<file path="config.mk">
export PLATFORM = sky130hd
export DESIGN_NAME = regfile_write_arbiter
export DESIGN_NICKNAME = d
export VERILOG_FILES = /design/src/rtl/regfile_write_arbiter_pkg.sv /design/src/rtl/regfile_write_arbiter_fifo.sv /design/src/rtl/regfile_write_arbiter.sv
export SDC_FILE = /design/constraint.sdc
export NUM_CORES = 1
export LEC_CHECK = 0
export ABC_AREA = 1
export ABC_CLOCK_PERIOD_IN_PS = 3500
export CORE_ASPECT_RATIO = 1.1
export CORE_MARGIN = 2
export CORE_UTILIZATION = 54
export DETAILED_ROUTE_END_ITERATION = 12
export PLACE_DENSITY = 0.8
export SLEW_MARGIN = 10
export SYNTH_ARGS = -nofsm -noshare
export SYNTH_HDL_FRONTEND = slang
export SYNTH_HIERARCHICAL = 1
export SYNTH_SLANG_ARGS = --single-unit
</file>
<file path="constraint.sdc">
create_clock -name clock -period 3.5 [get_ports clock]
set_clock_uncertainty 0.05 [all_clocks]
set_input_delay 0.35 -clock clock [delete_from_list [all_inputs] [get_ports clock]]
set_output_delay 0.35 -clock clock [all_outputs]
set_load 0.005 [all_outputs]
</file>
<file path="src/rtl/regfile_write_arbiter_pkg.sv">
// regfile_write_arbiter_pkg: shared MIPS widths, channel indices and write-entry type.
package regfile_write_arbiter_pkg;
  localparam int REG_ADDR_W = 5;
  localparam int DATA_W = 32;
  localparam int NREG = 1 << REG_ADDR_W;
  localparam int CH_ALU = 0;
  localparam int CH_LD = 1;
  typedef struct packed {
    logic [REG_ADDR_W-1:0] addr;
    logic [DATA_W-1:0]     data;
  } wr_ent_t;
endpackage

</file>
<file path="src/rtl/regfile_write_arbiter_fifo.sv">
// regwr_fifo: small circular FIFO of register writes with a per-slot valid bit,
// exposing a one-hot mask of destination registers currently held.
module regwr_fifo
  import regfile_write_arbiter_pkg::*;
#(
  parameter int DEPTH = 2
) (
  input  logic            clk,
  input  logic            rst,
  input  logic            push_i,
  input  wr_ent_t         din_i,
  input  logic            pop_i,
  output wr_ent_t         head_o,
  output logic            full_o,
  output logic            empty_o,
  output logic [NREG-1:0] mask_o
);
  localparam int PW = DEPTH > 1 ? $clog2(DEPTH) : 1;
  wr_ent_t          mem_q [DEPTH];
  logic [DEPTH-1:0] vld_q;
  logic [PW-1:0]    wr_q, rd_q;
  function automatic logic [PW-1:0] inc(input logic [PW-1:0] p);
    return (p == PW'(DEPTH - 1)) ? '0 : p + 1'b1;
  endfunction
  // Slot occupancy alone tells full/empty: the write slot busy means no room.
  assign full_o  = vld_q[wr_q];
  assign empty_o = !vld_q[rd_q];
  assign head_o  = mem_q[rd_q];
  always_ff @(posedge clk) begin
    if (rst) begin
      vld_q <= '0;
      wr_q  <= '0;
      rd_q  <= '0;
    end else begin
      if (push_i && !full_o) begin
        mem_q[wr_q] <= din_i;
        vld_q[wr_q] <= 1'b1;
        wr_q        <= inc(wr_q);
      end
      if (pop_i && !empty_o) begin
        vld_q[rd_q] <= 1'b0;
        rd_q        <= inc(rd_q);
      end
    end
  end
  always_comb begin
    mask_o = '0;
    for (int i = 0; i < DEPTH; i++)
      if (vld_q[i]) mask_o[mem_q[i].addr] = 1'b1;
  end
endmodule

</file>
<file path="src/rtl/regfile_write_arbiter.sv">
// regfile_write_arbiter: merges ALU and load writebacks into one register-file
// write port; loads win by default, the ALU wins once it has starved long enough.
module regfile_write_arbiter
  import regfile_write_arbiter_pkg::*;
#(
  parameter int DEPTH        = 2,
  parameter int STARVE_LIMIT = 3
) (
  input  logic                  clock,
  input  logic                  reset,
  input  logic                  alu_valid,
  input  logic [REG_ADDR_W-1:0] alu_addr,
  input  logic [DATA_W-1:0]     alu_data,
  output logic                  alu_ready,
  input  logic                  ld_valid,
  input  logic [REG_ADDR_W-1:0] ld_addr,
  input  logic [DATA_W-1:0]     ld_data,
  output logic                  ld_ready,
  output logic [REG_ADDR_W-1:0] a3,
  output logic [DATA_W-1:0]     wd3,
  output logic                  sig_RegWrite,
  output logic [NREG-1:0]       pending
);
  localparam int SW = STARVE_LIMIT > 0 ? $clog2(STARVE_LIMIT + 1) : 1;
  logic [1:0]      push, full, empty, gnt;
  wr_ent_t         din [2];
  wr_ent_t         head [2];
  logic [NREG-1:0] mask [2];
  logic [SW-1:0]   starve_q, starve_d;
  logic            starved, gnt_alu, gnt_ld;
  wr_ent_t         sel;
  assign din[CH_ALU]  = '{addr: alu_addr, data: alu_data};
  assign din[CH_LD]   = '{addr: ld_addr, data: ld_data};
  assign push[CH_ALU] = alu_valid && !full[CH_ALU];
  assign push[CH_LD]  = ld_valid && !full[CH_LD];
  assign alu_ready    = reset || !full[CH_ALU];
  assign ld_ready     = reset || !full[CH_LD];
  assign gnt[CH_ALU]  = gnt_alu;
  assign gnt[CH_LD]   = gnt_ld;
  for (genvar c = 0; c < 2; c++) begin : g_ch
    regwr_fifo #(.DEPTH(DEPTH)) u_fifo (
      .clk    (clock),
      .rst    (reset),
      .push_i (push[c]),
      .din_i  (din[c]),
      .pop_i  (gnt[c]),
      .head_o (head[c]),
      .full_o (full[c]),
      .empty_o(empty[c]),
      .mask_o (mask[c])
    );
  end
  always_comb begin
    starved  = starve_q == SW'(STARVE_LIMIT);
    gnt_alu  = !empty[CH_ALU] && (starved || empty[CH_LD]);
    gnt_ld   = !empty[CH_LD] && !gnt_alu;
    starve_d = (empty[CH_ALU] || gnt_alu) ? '0 : starved ? starve_q : starve_q + 1'b1;
    sel      = gnt_alu ? head[CH_ALU] : head[CH_LD];
  end
  // Writes to r0 still drain their slot but never assert the write enable.
  always_ff @(posedge clock) begin
    if (reset) begin
      starve_q     <= '0;
      sig_RegWrite <= 1'b0;
      a3           <= '0;
      wd3          <= '0;
    end else begin
      starve_q     <= starve_d;
      sig_RegWrite <= (gnt_alu || gnt_ld) && sel.addr != '0;
      if (gnt_alu || gnt_ld) begin
        a3  <= sel.addr;
        wd3 <= sel.data;
      end
    end
  end
  assign pending = reset ? '0 :
    (mask[CH_ALU] | mask[CH_LD] | (sig_RegWrite ? NREG'(1) << a3 : '0)) & ~NREG'(1);
endmodule
</file>
**After elaboration in Yosys (flattened, before gate mapping)**

Memory sizes are Yosys's and may differ from the RTL's. A register that Yosys moved wholly into a read port is not among the register bits.
Index checks and enable logic that the tools add are counted.

- Bits in registers: 48
- Bits in writable memories: 148
- Input port bits: 78
- Output and inout port bits: 72
- Word-level logic and storage cells: 125
- Memories kept: 2

Memory list:

| memory | depth | width | rd ports | clocked after Yosys merged registers in | wr ports | line | source |
|---|---|---|---|---|---|---|---|
| g_ch[0].u_fifo.mem_q | 2 | 37 | 3 | 1 | 1 | regfile_write_arbiter_fifo.sv:19 | `wr_ent_t mem_q [DEPTH];` |
| g_ch[1].u_fifo.mem_q | 2 | 37 | 3 | 1 | 1 | regfile_write_arbiter_fifo.sv:19 |  |

- Add/subtract/negate cells: 5
- $lt $le $gt $ge: 16
- Equality and inequality tests: 1
- Shift-type cells: 1
- Muxes and demuxes: 51
- Bitwise logic cells: 10
- Reduce and logical (&&, ||, !) cells: 29

Operator list:

| kind | count |
|---|---|
| two-way mux 32 bit | 6 |
| OR 32 bit | 4 |
| two-way mux 37 bit | 1 |
| left shift 1 x 5 -> 32 bit (first input constant) | 1 |
| two-way mux 1 bit | 30 |
| less-than comparator 5 x 6 -> 1 bit (second input constant) | 4 |
| demux 1 bit (select 5 bit) | 4 |
| greater-or-equal comparator 5 x 1 -> 1 bit (second input constant) | 4 |
| logical AND 1 bit | 17 |
| two-way mux 2 bit | 6 |
| less-than comparator 1 x 2 -> 1 bit (second input constant) | 4 |
| zero test 1 bit | 5 |
| logical OR 1 bit | 5 |
| nonzero test 5 bit | 1 |
| adder 1 bit (second input constant) | 4 |
| bitwise AND 2 bit | 2 |
| demux 1 bit (select 1 bit) | 4 |
| greater-or-equal comparator 1 bit (second input constant) | 4 |
| NOT 2 bit | 2 |
| OR 2 bit | 2 |
| adder 2 x 1 -> 2 bit (second input constant) | 1 |
| == test 2 bit (second input constant) | 1 |
| OR reduction 2 bit | 1 |

**Logic depth before layout (Yosys ltp)**

- Depth in word-level cells: 10
- Gate-level depth with buffers: 11
- Depth with buffers taken out: 11

**Modules after synthesis**

Netlist, hierarchy kept.

Modules (own cells, without submodules):

| module | times used | cells an instance | area each (µm²) | seq. area each (µm²) |
|---|---|---|---|---|
| regwr_fifo at g_ch[1].u_fifo | 1 | 360 | 3500.9 | 2322.2 |
| regwr_fifo at g_ch[0].u_fifo | 1 | 359 | 3499.6 | 2322.2 |
| regfile_write_arbiter | 1 | 368 | 2327.2 | 800.8 |

**Least setup slack after synthesis**

OpenSTA, ideal clock, no wires.

- Kind: register to register
- Start point: register g_ch[1].u_fifo.vld_q[1]
- End point: memory g_ch[1].u_fifo/mem_q[1][0] (netlist name), enable pin
- Data arrival time: 2.437 ns
- Data required time: 3.019 ns
- Path slack: 0.582 ns
- Cell stages (with the launch flop): 7
- Buffers on the path: 1
- Clock period less this slack: 2.918 ns
- Cell sequence: dfxtp_1 -> buf_4 -> nand2_1 -> nand2_1 -> nor2_1 -> nand3_1 -> nor2_1

- Longest elaborated chain between the ends: 8

RTL lines:

| element | line | source |
|---|---|---|
| start, declared | regfile_write_arbiter_fifo.sv:20 | `logic [DEPTH-1:0] vld_q;` |
| start signal, assigned | regfile_write_arbiter_fifo.sv:31 | `vld_q <= '0;` |
| start signal, assigned by index | regfile_write_arbiter_fifo.sv:37 | `vld_q[wr_q] <= 1'b1;` |
| start signal, assigned by index | regfile_write_arbiter_fifo.sv:41 | `vld_q[rd_q] <= 1'b0;` |
| two-way mux 1 bit (not written as such) (2 in a row) | regfile_write_arbiter_fifo.sv:26 | `assign full_o = vld_q[wr_q];` |
| via full[1] | regfile_write_arbiter.sv:25 | `logic [1:0] push, full, empty, gnt;` |
| zero test 1 bit | regfile_write_arbiter.sv:35 | `assign push[CH_LD] = ld_valid && !full[CH_LD];` |
| logical AND 1 bit | regfile_write_arbiter.sv:35 |  |
| via push[1] | regfile_write_arbiter.sv:25 |  |
| logical AND 1 bit | regfile_write_arbiter_fifo.sv:35 | `if (push_i && !full_o) begin` |
| two-way mux 1 bit | regfile_write_arbiter_fifo.sv:35 |  |
| two-way mux 1 bit | regfile_write_arbiter_fifo.sv:30 | `if (rst) begin` |
| two-way mux 1 bit (not written as such) | regfile_write_arbiter_fifo.sv:36 | `mem_q[wr_q] <= din_i;` |
| end, declared | regfile_write_arbiter_fifo.sv:19 |  |

The timed path passes the listed nets, and every way through them passes these cells. The select of a mux whose other input is x is not followed.

**Worst setup path after layout**

- Start point: register a3[3]
- End point: output pending[8]

- Longest elaborated chain between the ends: 4

RTL lines:

| element | line | source |
|---|---|---|
| start, declared | regfile_write_arbiter.sv:19 | `output logic [REG_ADDR_W-1:0] a3,` |
| start signal, assigned | regfile_write_arbiter.sv:71 | `a3 <= sel.addr;` |
| left shift 1 x 5 -> 32 bit | regfile_write_arbiter.sv:77 | `(mask[CH_ALU] \| mask[CH_LD] \| (sig_RegWrite ? NREG'(1) << a3 : '0)) & ~NREG'(1);` |
| two-way mux 32 bit | regfile_write_arbiter.sv:77 |  |
| OR 32 bit | regfile_write_arbiter.sv:77 |  |
| two-way mux 32 bit | regfile_write_arbiter.sv:76 | `assign pending = reset ? '0 :` |
| end, declared | regfile_write_arbiter.sv:22 | `output logic [NREG-1:0] pending` |

No other way between the ends.

==> impl_summary.log <==
[metrics] Die Wd: 129.2 um
[metrics] RSZ-0062 raised after global routing: no
[metrics] setup slack of the critical path after layout: 0.7022 ns
[metrics] Cell Area, Synth: 9305 um^2
[metrics] Place WS: 0.6844 ns
[metrics] Gates resized, CTS repair: 0
[metrics] worst rel slew slack: 45.68%
[metrics] required time of the worst setup path: 3.10 ns
[metrics] startpoint of the tightest hold check path: starve_q[0]
[metrics] min-delay worst type: flip-flop to flip-flop
[metrics] reported max-cap violation count: 0
[metrics] via count of the first global-routing pass: 7,462
[metrics] Post-DP HPWL: 18,410 um
[metrics] antenna violation net count after detailed routing: 0
[metrics] power density over cell area: 511.8 nW/um^2
[metrics] worst setup path start: a3[3]
[metrics] Skew-Pair Late Insertion Delay: 0.43 ns
[metrics] floorplan row count: 50
[metrics] data arrival time at the worst-slack endpoint: 2.40 ns
[metrics] number of top-level pins: 150
[metrics] total global-route track usage: 28.05%
[metrics] Leakage Power: 4.429 nW
[metrics] post-route total power: 5.892 mW
[metrics] GRT overflow: 0
[metrics] Iteration-0 DRC Markers: 622
[metrics] DR vias/cell: 5.337
[metrics] Critical Path, Cell by Cell: clkinv_1, nor4_1, nand2_1, a21oi_1, clkdlybuf4s50_1
[metrics] Hold Fails Final Rpt: 0
[metrics] Worst path slowest cell: sky130_fd_sc_hd__clkdlybuf4s50_1
[metrics] Critical Path Start Type: flip-flop
[metrics] Root Buffer: sky130_fd_sc_hd__clkbuf_16
[metrics] largest net degree at the start of global routing: 56
[metrics] crit end category: output port
[metrics] number of nets at the end of the flow: 1,296
[metrics] share of the clock period used by the worst path: 79.94%
[metrics] Std-Cell Core Area: 16,950 um^2
[metrics] Synth warnings: 6
[metrics] antenna fix cells: 0
[metrics] level count of the clock H-tree: 4
[metrics] clock slew at the register clock pins of the worst setup and hold paths: 0.07 ns
[metrics] Filler Cells Inserted: 1,346
[metrics] tightest hold margin: 0.3850 ns
[metrics] final non-filler cell total: 1,464
[metrics] final routed wirelength across all metal layers: 25,390 um
[metrics] CTS hold repair buffers: 0
[metrics] Residual DRC: 0
[metrics] CP Class: flip-flop to output port
[metrics] setup bufs post-CTS: 0
[metrics] total of endpoints with negative setup slack in the final report: 0
[metrics] clock tree from TritonCTS: yes
[metrics] Vias: 7,814
[metrics] average detailed-routed wire length per instance: 17.34 um
[metrics] pins over their slew limit: 0
[metrics] commonest non-fill, non-tap cell in the layout: sky130_fd_sc_hd__nand2_1
[metrics] first-pass GRT wire length: 38,380 um
[metrics] die span in y: 141.7 um
[metrics] result of the run: finished, final reports clean
[metrics] Max Root-Sink Buffers: 2
[metrics] total CTS buffers: 17
[metrics] Syn Inst Count: 1,081
[metrics] most used cells in the layout excluding fill and tap cells: 331 x sky130_fd_sc_hd__nand2_1, 148 x sky130_fd_sc_hd__edfxtp_1, 148 x sky130_fd_sc_hd__clkdlybuf4s50_1
[metrics] largest incremental delay on the critical path: 0.52 ns
[metrics] starting utilization of the core area: 54.89%
[metrics] CTS Sinks: 198
[metrics] fraction of final layout cells sized beyond drive strength 1: 6.911%
[metrics] number of antenna violations at the first check in global routing: 0
[metrics] reg-to-reg startpoint: g_ch[1].u_fifo/vld_q[0]
[metrics] maximum ir drop on the vdd rail: 0.0003266 V
[metrics] nets in the synthesized netlist: 1,160
[metrics] average size of a mapped cell: 8.608 um^2
[metrics] First-pass DRT Iterations: 5
[metrics] sum of negative setup slack: 0 ns
[metrics] count of input and output buffers: 148
[metrics] final critical path time including I/O delays and setup: 2.798 ns
[metrics] Fmax: 357.4 MHz
[metrics] final weighted congestion in routability-driven placement: 0.9169
[metrics] area delta synth->final: 23.73%
[metrics] worst slew pin tran: 0.8149 ns
[metrics] die footprint: 18,300 um^2
[metrics] largest fanout on the critical path: 9
[metrics] Placed Instances: 1,432
-- cell type report --
class	instances	area (um^2)	share of cell area, %
sequential	198	5448	47.32
timing repair buffer	157	1549	13.45
inverter	122	457.9	3.977
tap	234	292.8	2.543
clock buffer	18	429.2	3.727
clock inverter	14	116.4	1.011
multi-input combinational	721	3221	27.97
-- metrics by stage --
step / utilization [%] / area [um^2]
after floorplan: - / 9305
after global placement: 64.66 / 10960
after detailed placement: 64.66 / 10960
after CTS: 67.88 / 11510
after global routing: 67.91 / 11510
final: 67.91 / 11510
-- critical path: cells and delay by family (launching register included) --
family | cells | cell delay (ns)
compound gates | 1 | 0.18
buf+inv | 2 | 0.85
flops | 1 | 0.43
simple gates | 2 | 0.52
-- layer usage --
metal	vias up	wire length (um)	GRT usage, %
met2	316	13420	51.63
met1	3635	9376	31.87
met5	-	0	0
met3	57	1544	4.789
met4	0	1046	11.73
li1	3806	-	-
-- where the power goes --
group	total, mW	internal (mW)	switching (mW)	leakage (nW)
sequential	2.95	2.76	0.194	1.76
clock	1.81	0.935	0.878	0.265
combinational	1.13	0.458	0.670	2.40
-- sequential cells by signal, summed over array words and instances (netlist names), named ones only --
register	cells
g_ch.u_fifo/wr_q	2
wd3	32
starve_q	2
g_ch.u_fifo/rd_q	2
a3	5
g_ch.u_fifo/vld_q	4
g_ch.u_fifo/mem_q	148
sig_RegWrite	1
-- path summary, 6_finish.rpt --
path / end / slack [ns] / cells after the start
max: pending[8] / 0.70 / 5
min: starve_q[0] / 0.38 / 1
min reg2reg: starve_q[0] / 0.38 / 1
max reg2reg: wd3[26] / 1.02 / 8
No activity file was read; power rests on OpenSTA's default activity.
